File: src/rtl/mc_pkg.sv
// Shared constants for the multicycle MIPS controller: state codes, opcodes,
// datapath select encodings and the Moore control word.
package mc_pkg;

    localparam logic [3:0] StFetch  = 4'd0;
    localparam logic [3:0] StDecode = 4'd1;
    localparam logic [3:0] StMemAdr = 4'd2;
    localparam logic [3:0] StMemRd  = 4'd3;
    localparam logic [3:0] StMemWb  = 4'd4;
    localparam logic [3:0] StMemWr  = 4'd5;
    localparam logic [3:0] StExec   = 4'd6;
    localparam logic [3:0] StAluWb  = 4'd7;
    localparam logic [3:0] StBranch = 4'd8;
    localparam logic [3:0] StAddiEx = 4'd9;
    localparam logic [3:0] StAddiWb = 4'd10;
    localparam logic [3:0] StJump   = 4'd11;
    localparam logic [3:0] StTrap   = 4'd12;

    localparam logic [5:0] OP_RTYPE = 6'b000000;
    localparam logic [5:0] OP_LW    = 6'b100011;
    localparam logic [5:0] OP_SW    = 6'b101011;
    localparam logic [5:0] OP_BEQ   = 6'b000100;
    localparam logic [5:0] OP_ADDI  = 6'b001000;
    localparam logic [5:0] OP_J     = 6'b000010;

    localparam logic [1:0] AluAdd   = 2'b00;
    localparam logic [1:0] AluSub   = 2'b01;
    localparam logic [1:0] AluFunct = 2'b10;

    localparam logic [1:0] SrcBRt    = 2'b00;
    localparam logic [1:0] SrcBFour  = 2'b01;
    localparam logic [1:0] SrcBImm   = 2'b10;
    localparam logic [1:0] SrcBImmSh = 2'b11;

    localparam logic [1:0] PcSrcAlu    = 2'b00;
    localparam logic [1:0] PcSrcAluOut = 2'b01;
    localparam logic [1:0] PcSrcJump   = 2'b10;

    typedef struct packed {
        logic       mem_req;
        logic       iord;
        logic       mem_wr;
        logic       ir_wr;
        logic       pc_wr;
        logic       branch;
        logic       reg_dst;
        logic       mem_to_reg;
        logic       reg_wr;
        logic       alu_src_a;
        logic [1:0] alu_src_b;
        logic [1:0] alu_op;
        logic [1:0] pc_src;
    } ctrl_t;

    function automatic logic is_mem_wait_state(input logic [3:0] st);
        return (st == StFetch) || (st == StMemRd) || (st == StMemWr);
    endfunction

endpackage

File: src/rtl/mc_state_decoder.sv
// Combinational map from controller state to the unqualified Moore control word.
module mc_state_decoder
    import mc_pkg::*;
(
    input  logic [3:0] state_i,
    output ctrl_t      ctrl_o
);

    always_comb begin
        ctrl_o = '0;
        case (state_i)
            StFetch: begin
                ctrl_o.mem_req   = 1'b1;
                ctrl_o.ir_wr     = 1'b1;
                ctrl_o.pc_wr     = 1'b1;
                ctrl_o.alu_src_b = SrcBFour;
                ctrl_o.alu_op    = AluAdd;
                ctrl_o.pc_src    = PcSrcAlu;
            end
            StDecode: begin
                ctrl_o.alu_src_b = SrcBImmSh;
                ctrl_o.alu_op    = AluAdd;
            end
            StMemAdr, StAddiEx: begin
                ctrl_o.alu_src_a = 1'b1;
                ctrl_o.alu_src_b = SrcBImm;
                ctrl_o.alu_op    = AluAdd;
            end
            StMemRd: begin
                ctrl_o.mem_req = 1'b1;
                ctrl_o.iord    = 1'b1;
            end
            StMemWb: begin
                ctrl_o.mem_to_reg = 1'b1;
                ctrl_o.reg_wr     = 1'b1;
            end
            StMemWr: begin
                ctrl_o.mem_req = 1'b1;
                ctrl_o.mem_wr  = 1'b1;
                ctrl_o.iord    = 1'b1;
            end
            StExec: begin
                ctrl_o.alu_src_a = 1'b1;
                ctrl_o.alu_src_b = SrcBRt;
                ctrl_o.alu_op    = AluFunct;
            end
            StAluWb: begin
                ctrl_o.reg_dst = 1'b1;
                ctrl_o.reg_wr  = 1'b1;
            end
            StBranch: begin
                ctrl_o.alu_src_a = 1'b1;
                ctrl_o.alu_src_b = SrcBRt;
                ctrl_o.alu_op    = AluSub;
                ctrl_o.pc_src    = PcSrcAluOut;
                ctrl_o.branch    = 1'b1;
            end
            StAddiWb: begin
                ctrl_o.reg_wr = 1'b1;
            end
            StJump: begin
                ctrl_o.pc_src = PcSrcJump;
                ctrl_o.pc_wr  = 1'b1;
            end
            default: ctrl_o = '0;
        endcase
    end

endmodule

File: src/rtl/multicycle_controller.sv
// Multicycle MIPS control FSM with memory ready handshake, watchdog and illegal-op trap.
// Optional retired-instruction counter enabled by defining MC_INSTR_COUNT_EN.
module multicycle_controller
    import mc_pkg::*;
#(
    parameter int unsigned MEM_TIMEOUT = 255
) (
    input  logic       clk,
    input  logic       rst_n,
    input  logic [5:0] opcode,
    input  logic       zero,
    input  logic       mem_ready,
    output logic       mem_req,
    output logic       iord,
    output logic       mem_wr,
    output logic       ir_wr,
    output logic       pc_en,
    output logic       reg_dst,
    output logic       mem_to_reg,
    output logic       reg_wr,
    output logic       alu_src_a,
    output logic [1:0] alu_src_b,
    output logic [1:0] alu_op,
    output logic [1:0] pc_src,
    output logic       illegal_op,
    output logic       mem_timeout,
`ifdef MC_INSTR_COUNT_EN
    output logic [31:0] instr_count,
`endif
    output logic [3:0] state_o
);

    logic [3:0]  state_q, state_d;
    logic [31:0] wd_q, wd_d;
    logic        illegal_q, illegal_d;
    logic        timeout_q, timeout_d;
    logic        wd_trip;
    logic [3:0]  done_st;
    ctrl_t       ctrl;

    mc_state_decoder u_decoder (
        .state_i (state_q),
        .ctrl_o  (ctrl)
    );

    always_ff @(posedge clk or negedge rst_n) begin
        if (!rst_n) begin
            state_q   <= StFetch;
            wd_q      <= '0;
            illegal_q <= 1'b0;
            timeout_q <= 1'b0;
        end else begin
            state_q   <= state_d;
            wd_q      <= wd_d;
            illegal_q <= illegal_d;
            timeout_q <= timeout_d;
        end
    end

    // Trips on the wait cycle whose increment would make the counter reach MEM_TIMEOUT.
    assign wd_trip = (MEM_TIMEOUT != 0) && (wd_q == 32'(MEM_TIMEOUT - 1));

    assign done_st = (state_q == StFetch) ? StDecode :
                     (state_q == StMemRd) ? StMemWb  : StFetch;

    always_comb begin
        state_d   = state_q;
        wd_d      = '0;
        illegal_d = illegal_q;
        timeout_d = timeout_q;
        case (state_q)
            StFetch, StMemRd, StMemWr: begin
                if (mem_ready) begin
                    state_d = done_st;
                end else if (wd_trip) begin
                    state_d   = StTrap;
                    timeout_d = 1'b1;
                end else begin
                    wd_d = wd_q + 32'd1;
                end
            end
            StDecode: begin
                case (opcode)
                    OP_LW, OP_SW: state_d = StMemAdr;
                    OP_RTYPE:     state_d = StExec;
                    OP_BEQ:       state_d = StBranch;
                    OP_ADDI:      state_d = StAddiEx;
                    OP_J:         state_d = StJump;
                    default: begin
                        state_d   = StTrap;
                        illegal_d = 1'b1;
                    end
                endcase
            end
            StMemAdr: state_d = (opcode == OP_SW) ? StMemWr : StMemRd;
            StExec:   state_d = StAluWb;
            StAddiEx: state_d = StAddiWb;
            StMemWb, StAluWb, StAddiWb, StBranch, StJump: state_d = StFetch;
            StTrap:   state_d = StTrap;
            default: begin
                state_d   = StTrap;
                illegal_d = 1'b1;
            end
        endcase
        // Counter only carries across cycles spent waiting in a memory state.
        if (!is_mem_wait_state(state_d) || state_d != state_q) begin
            wd_d = '0;
        end
    end

    // Strobes are gated by rst_n so nothing fires while reset is held.
    always_comb begin
        mem_req     = rst_n & ctrl.mem_req;
        iord        = ctrl.iord;
        mem_wr      = rst_n & ctrl.mem_wr;
        ir_wr       = rst_n & ctrl.ir_wr & mem_ready;
        pc_en       = rst_n & ((ctrl.pc_wr & ((state_q != StFetch) | mem_ready)) |
                               (ctrl.branch & zero));
        reg_dst     = ctrl.reg_dst;
        mem_to_reg  = ctrl.mem_to_reg;
        reg_wr      = rst_n & ctrl.reg_wr;
        alu_src_a   = ctrl.alu_src_a;
        alu_src_b   = ctrl.alu_src_b;
        alu_op      = ctrl.alu_op;
        pc_src      = ctrl.pc_src;
        illegal_op  = illegal_q;
        mem_timeout = timeout_q;
        state_o     = state_q;
    end

`ifdef MC_INSTR_COUNT_EN
    logic [31:0] count_q, count_d;
    logic        retire;

    always_comb begin
        retire = (state_q == StMemWb) || (state_q == StAluWb) || (state_q == StAddiWb) ||
                 (state_q == StBranch) || (state_q == StJump) ||
                 ((state_q == StMemWr) && mem_ready);
        count_d = retire ? count_q + 32'd1 : count_q;
    end

    always_ff @(posedge clk or negedge rst_n) begin
        if (!rst_n) begin
            count_q <= '0;
        end else begin
            count_q <= count_d;
        end
    end

    assign instr_count = count_q;
`endif

endmodule

File: config.mk
export PLATFORM = sky130hd
export DESIGN_NAME = multicycle_controller
export DESIGN_NICKNAME = d
export VERILOG_FILES = /design/src/rtl/mc_pkg.sv /design/src/rtl/mc_state_decoder.sv /design/src/rtl/multicycle_controller.sv
export SDC_FILE = /design/constraint.sdc
export NUM_CORES = 1
export LEC_CHECK = 0
export CAP_MARGIN = 20
export CELL_PAD_IN_SITES_DETAIL_PLACEMENT = 1
export CELL_PAD_IN_SITES_GLOBAL_PLACEMENT = 1
export CORE_UTILIZATION = 37
export DETAILED_ROUTE_END_ITERATION = 8
export PLACE_DENSITY = 0.72
export SLEW_MARGIN = 25
export SYNTH_ARGS = -nofsm -noshare
export SYNTH_HDL_FRONTEND = slang
export SYNTH_SLANG_ARGS = --single-unit
File: constraint.sdc
create_clock -name clk -period 4.85 [get_ports clk]
set_input_delay 0.485 -clock clk [delete_from_list [all_inputs] [get_ports clk]]
set_output_delay 0.485 -clock clk [all_outputs]
set_load 0.02 [all_outputs]
# Word-level counts from Yosys, hierarchy flattened

Index checks and enable logic that the tools add are counted.

Register bits: 38
Input bits: 10
Word-level logic and storage cells: 84
Output and inout bits: 21

Reduce and logical (&&, ||, !) cells: 20
Equality and inequality tests: 22
Add/subtract/negate cells: 1
Multiplexer cells: 25
Bitwise gates (word level): 12

Operators by type and width:

| kind                                                  | count |
|---|---|
| 2-to-1 mux 32 bit                                     | 4 |
| one-hot mux 4 bit (5 select lines)                    | 2 |
| adder 32 x 1 -> 32 bit (second input constant)        | 1 |
| equality test 32 x 8 -> 1 bit (second input constant) | 1 |
| one-hot mux 4 bit (6 select lines)                    | 1 |
| equality test 4 x 3 -> 1 bit (second input constant)  | 5 |
| equality test 4 bit (second input constant)           | 5 |
| equality test 4 x 2 -> 1 bit (second input constant)  | 3 |
| equality test 6 bit (second input constant)           | 2 |
| OR reduction 12 bit                                   | 1 |
| 2-to-1 mux 1 bit                                      | 11 |
| 2-to-1 mux 3 bit                                      | 3 |
| AND 1 bit                                             | 8 |
| logical NOT 4 bit                                     | 2 |
| 2-to-1 mux 4 bit                                      | 2 |
| OR reduction 2 bit                                    | 4 |
| equality test 6 x 2 -> 1 bit (second input constant)  | 1 |
| equality test 6 x 3 -> 1 bit (second input constant)  | 1 |
| equality test 6 x 4 -> 1 bit (second input constant)  | 1 |
| logical NOT 6 bit                                     | 1 |
| OR reduction 3 bit                                    | 2 |
| OR reduction 6 bit                                    | 1 |
| OR reduction 5 bit                                    | 1 |
| equality test 4 x 1 -> 1 bit (second input constant)  | 1 |
| other kinds (12)                                      | 16 |

# Logic depth before layout (Yosys ltp)

Word-level depth: 11
Depth in mapped cells: 8
Mapped depth without buffers: 6

# Modules after synthesis

A second synthesis with hierarchy kept.

Cell total of the unflattened synthesis: 272
Area total of the unflattened synthesis: 2,392.3 um^2

Modules (own cells, without submodules):

| module                | instances | sequential area each (um^2) | cells each | area an instance (um^2) |
|---|---|---|---|---|
| multicycle_controller | 1         | 950.9                       | 243        | 2,225.9 |
| mc_state_decoder      | 1         | 0.0                         | 29         | 166.4 |

# Worst setup path after synthesis

No wires, ideal clock.

Path kind: register -> output
Start: reg state_q[0], in the netlist state_o[0]
End: out ir_wr
Cell stages (with the launch flop): 4
Setup slack: 2.731 ns
Data required time: 4.365 ns
Arrival: 1.634 ns
Buffers on the path: 2
Cell sequence: dfrtp_1 clkbuf_1 clkbuf_1 nor4_1

Cells in the longest elaborated chain, start to end: 4

RTL lines:

| what                    | line                         | RTL |
|---|---|---|
| start, declared         | multicycle_controller.sv:33  | `logic [3:0] state_q, state_d;` |
| start signal, assigned  | multicycle_controller.sv:48  | `state_q <= StFetch;` |
| start signal, assigned  | multicycle_controller.sv:53  | `state_q <= state_d;` |
| logical NOT 4 bit       | mc_state_decoder.sv:11       | `case (state_i)` |
| 2-to-1 mux 1 bit        | mc_state_decoder.sv:11       |  |
| AND 1 bit (2 in series) | multicycle_controller.sv:116 | `ir_wr = rst_n & ctrl.ir_wr & mem_ready;` |
| end, declared           | multicycle_controller.sv:16  | `output logic ir_wr,` |

No other way between the ends.

# Worst setup path in the final report

Start: reg state_q[1], in the netlist state_o[1]
End: out alu_src_b[1]

Cells in the longest elaborated chain, start to end: 3
Elaborated cells on any way between the ends: 8
Those cells by class: eq/ne: 5; mux: 1; reduce/logical: 2

RTL lines:

| what                                                                | line                        | RTL |
|---|---|---|
| equality test 4 x 2 -> 1 bit or equality test 4 bit (tied branches) | mc_state_decoder.sv:11      |  |
| OR reduction 2 bit                                                  | n/a                         |  |
| one-hot mux 4 bit (5 select lines) *                                | mc_state_decoder.sv:11      |  |
| end, declared                                                       | multicycle_controller.sv:22 | `output logic [1:0] alu_src_b,` |

Every way passes the cells marked *; elsewhere a longest branch is shown, timed or not.

==> flow_summary.html <==
<table>
<tr><th>Metric</th><th>Value</th></tr>
<tr><th colspan="2">Timing</th></tr>
<tr><td>RSZ-0062 raised after global routing</td><td>no</td></tr>
<tr><td>Share of the clock period used by the worst path after layout</td><td>60.0%</td></tr>
<tr><td>Total count of hold-check failures in the final report</td><td>0</td></tr>
<tr><td>Highest attainable clock frequency</td><td>344 MHz</td></tr>
<tr><td>Shortest period the worst path allows</td><td>2.91 ns</td></tr>
<tr><td>Worst hold margin</td><td>0.250 ns</td></tr>
<tr><td>Largest clock skew in the final design</td><td>0.00802 ns</td></tr>
<tr><td>Worst slew margin</td><td>52.4%</td></tr>
<tr><td>Final-report setup violation count</td><td>0</td></tr>
<tr><td>Final total negative setup slack</td><td>0 ns</td></tr>
<tr><td>Final-report max-slew violation count</td><td>0</td></tr>
<tr><td>Worst Max-Slew Pin Slew</td><td>0.713 ns</td></tr>
<tr><th colspan="2">CTS</th></tr>
<tr><td>Cell chosen for the clock root</td><td>clkbuf_8</td></tr>
<tr><td>Post-CTS repair timing setup buffer count</td><td>0</td></tr>
<tr><td>Clock tree from TritonCTS</td><td>done</td></tr>
<tr><td>Clock latency at the later pin of the worst-skew pair</td><td>0.29 ns</td></tr>
<tr><td>CTS Hold Buffers Added</td><td>0</td></tr>
<tr><td>Maximum clock path buffer count</td><td>2</td></tr>
<tr><td>H-tree level count</td><td>2</td></tr>
<tr><td>Clk sink count</td><td>38</td></tr>
<tr><td>Clock transition at the register clock pins on the worst setup and hold paths after CTS</td><td>0.08 ns</td></tr>
<tr><td>Post-CTS sizing</td><td>0</td></tr>
<tr><td>Inserted Clock Buffers</td><td>5</td></tr>
<tr><th colspan="2">Worst setup path</th></tr>
<tr><td>Type of destination of the critical path</td><td>output port</td></tr>
<tr><td>Peak fanout along the critical path</td><td>17</td></tr>
<tr><td>Critical setup path kind</td><td>reg2out</td></tr>
<tr><td>Crit path largest cell delay</td><td>0.69 ns</td></tr>
<tr><td>Timing startpoint of the critical path</td><td>state_o[1]</td></tr>
<tr><td>Critical path cell sequence</td><td>inv_1 &gt; or3_1 &gt; a21oi_1 &gt; clkdlybuf4s50_1</td></tr>
<tr><td>Number of buffers and inverters on the critical path</td><td>2</td></tr>
<tr><td>Critical path's top delay family</td><td>buffers and inverters</td></tr>
<tr><td>Arrival time of data at the critical path endpoint</td><td>2.43 ns</td></tr>
<tr><td>Start of the worst register-to-register path</td><td>wd_q[4]</td></tr>
<tr><td>Type of origin of the critical path</td><td>register</td></tr>
<tr><td>Last element of the critical path</td><td>alu_src_b[1]</td></tr>
<tr><td>Number of cells traversed by the worst register-to-register path</td><td>5</td></tr>
<tr><td>Flop-to-flop setup slack</td><td>2.74 ns</td></tr>
<tr><td>Capture instance of the worst register-to-register path</td><td>wd_q[31]</td></tr>
<tr><td>Crit. path cell count</td><td>4</td></tr>
<tr><td>Slowest cell on crit path</td><td>dfrtp_1</td></tr>
<tr><td>WP data required</td><td>4.37 ns</td></tr>
<tr><th colspan="2">Cells and area</th></tr>
<tr><td>Fin cells</td><td>363</td></tr>
<tr><td>Proportion of layout cells with a drive suffix above 1</td><td>7.64%</td></tr>
<tr><td>Synthesis-to-finish area growth</td><td>18.1%</td></tr>
<tr><td>Area of the multi-input gates</td><td>1220 µm²</td></tr>
<tr><td>Final net count</td><td>299</td></tr>
<tr><td>Fin util</td><td>45.5%</td></tr>
<tr><td>Antenna cell count</td><td>0</td></tr>
<tr><td>Sequential standard cell area</td><td>951 µm²</td></tr>
<tr><td>Total of fill cells in the finished design</td><td>721</td></tr>
<tr><th colspan="2">Hold path</th></tr>
<tr><td>Worst Hold Class</td><td>in2async</td></tr>
<tr><th colspan="2">Outcome</th></tr>
<tr><td>Run status</td><td>finished, final reports clean</td></tr>
<tr><th colspan="2">Synth</th></tr>
<tr><td>Synthesized instance count</td><td>263</td></tr>
<tr><td>Primary FF master, synth</td><td>dfrtp_1</td></tr>
<tr><td>Post-Syn Nets</td><td>275</td></tr>
<tr><td>Synth Cell Area</td><td>2300 µm²</td></tr>
<tr><td>Part of the Yosys area used for sequential elements</td><td>41.4%</td></tr>
<tr><td>Async SR Flop Fraction</td><td>100%</td></tr>
<tr><td>Flip-flop and latch count after synthesis</td><td>38</td></tr>
<tr><td>Syn. warnings</td><td>0</td></tr>
<tr><td>Synthesized area divided by synthesized cell count</td><td>8.73 µm²</td></tr>
<tr><td>Unique cell type count in the Yosys netlist</td><td>44</td></tr>
<tr><td>Count of flip-flops with a built-in enable after synthesis</td><td>0</td></tr>
<tr><th colspan="2">Pwr</th></tr>
<tr><td>Overall power after layout</td><td>1.02 mW</td></tr>
<tr><td>Peak ir drop on the vdd network</td><td>182 µV</td></tr>
<tr><td>Total power per unit cell area</td><td>377 nW/µm²</td></tr>
<tr><td>Cell leakage power</td><td>1.01 nW</td></tr>
<tr><th colspan="2">Placed design</th></tr>
<tr><td>Count of placed standard cells including taps</td><td>355</td></tr>
<tr><td>Post-detailed-placement half-perimeter wirelength</td><td>3940 µm</td></tr>
<tr><td>IO buf count</td><td>30</td></tr>
<tr><td>Final GP Congestion</td><td>0.739</td></tr>
<tr><th colspan="2">GRT</th></tr>
<tr><td>Vias in the first global route</td><td>1937</td></tr>
<tr><td>Largest net degree at the start of global routing</td><td>42</td></tr>
<tr><td>GRT Resource Usage Total</td><td>19.0%</td></tr>
<tr><td>Total global routing overflow</td><td>0</td></tr>
<tr><td>Global-route wire length before repair</td><td>9670 µm</td></tr>
<tr><td>Initial antenna violation count</td><td>0</td></tr>
<tr><th colspan="2">Floorplanning</th></tr>
<tr><td>Number of rows created at floorplan</td><td>28</td></tr>
<tr><td>Chip width</td><td>80.8 µm</td></tr>
<tr><td>Starting utilization of the core area</td><td>38.6%</td></tr>
<tr><td>Die Y-Extent</td><td>80.8 µm</td></tr>
<tr><td>Core region area</td><td>5960 µm²</td></tr>
<tr><td>Total Die Area</td><td>6520 µm²</td></tr>
<tr><td>Number of primary I/O pins</td><td>31</td></tr>
<tr><th colspan="2">Drt</th></tr>
<tr><td>DRC violation count after routing</td><td>0</td></tr>
<tr><td>DR WL/cell</td><td>15.4 µm</td></tr>
<tr><td>Routed vias/inst</td><td>5.36</td></tr>
<tr><td>Post-route ant nets</td><td>0</td></tr>
<tr><td>Via Count</td><td>1947</td></tr>
<tr><td>First-pass iteration count of the detailed router</td><td>4</td></tr>
<tr><td>Violation count after the first detailed-routing iteration</td><td>116</td></tr>
<tr><td>Aggregate routed wire length</td><td>5610 µm</td></tr>
<tr><th colspan="2">Flow run</th></tr>
<tr><td># Max-Cap Violations</td><td>0</td></tr>
</table>
[layout by cell type, fill, tap and decap left out, types with 3 or more instances in the layout]
master	instances
a21oi_1	7
and3_1	3
and4_1	4
clkbuf_8	6
clkdlybuf4s50_1	29
dfrtp_1	38
inv_1	11
nand2_1	17
nand3_1	14
nand4_1	7
nor2_1	46
nor3_1	17
nor4_1	10
nor4_2	3
o31ai_1	3
xnor2_1	24
xor2_1	8
[report_power, final]
group,switching (mW),internal [mW],leakage [nW]
clock,0.108,0.115,0.0482
sequential,0.0698,0.335,0.520
combinational,0.222,0.172,0.439
[worst min path at each step]
stage | end | slack (ns) | cells after the start
floorplan | illegal_op | 0.19 | 0
global placement | illegal_op | 0.47 | 1
detailed placement | mem_timeout | 0.47 | 1
CTS | wd_q[19] | 0.27 | 2
global route | wd_q[19] | 0.29 | 2
finish | wd_q[19] | 0.25 | 2
[layer usage]
metal  vias to the layer above  part of all wire, %  GRT usage, %
li1                        965                    -             -
met2                        27                   46          29.2
met1                       955                   52          27.8
met5                         -                    0             0
met4                         0                    0          3.75
met3                         0                  2.6          3.37
[synth_stat cells, drive strengths merged (2+ instances only)]
master / instances / area [µm²]
buf: 6 / 45.0
and4: 4 / 35.0
xor2: 8 / 70.1
nand3: 14 / 70.1
a31oi: 2 / 12.5
a21o: 2 / 15.0
nand2b: 2 / 12.5
nor3b: 2 / 15.0
nor4: 13 / 100
nand2: 17 / 63.8
clkbuf: 9 / 33.8
nand4: 9 / 68.8
o211ai: 2 / 15.0
nor2: 48 / 185
or3: 2 / 12.5
o21ai: 2 / 10.0
a21oi: 7 / 35.0
o221ai: 2 / 17.5
or4: 2 / 18.8
and3: 4 / 26.3
xnor2: 24 / 210
nor3: 18 / 95.1
inv: 11 / 41.3
dfrtp: 38 / 951
ha: 2 / 25.0
o31ai: 3 / 22.5
[sequential cells by signal, indices dropped and copies added (netlist names)]
register	flops
illegal_op	1
state_o	4
wd_q	32
mem_timeout	1
[cell families (layout without fill, tap and decap cells)]
logic type | count (synthesis) | in the layout | share of synthesized area, %
AO/OA/AOI/OAI | 27 | 27 | 8.17
XOR/XNOR | 32 | 32 | 12.2
adder cells (fa/ha/maj) | 3 | 3 | 1.53
buffers and inverters | 26 | 51 | 5.23
flip-flops | 38 | 38 | 41.4
multiplexers | 1 | 1 | 0.490
AND/OR/NAND/NOR | 136 | 136 | 31.0
[worst register-to-register path: cells and delay by family, from the launching register on]
family        cells  cell delay, ns
simple gates      4            1.40
flops             1            0.42
xor+xnor          1            0.17
[metrics by stage]
step | setup slack, ns | area (µm²)
after floorplan | 2.73 | 2300
after global placement | 2.21 | 2620
after detailed placement | 2.14 | 2620
after CTS | 1.96 | 2710
after global routing | 1.69 | 2710
final | 1.94 | 2710
[final cells by class]
class,count,area share (%)
clock buffer,7,3.18
tap,75,3.46
timing repair buffer,32,11.4
sequential,38,35.1
clock inverter,1,0.185
multi-input combinational,199,45.2
inverter,11,1.52
(Power assumes the default switching activity.)
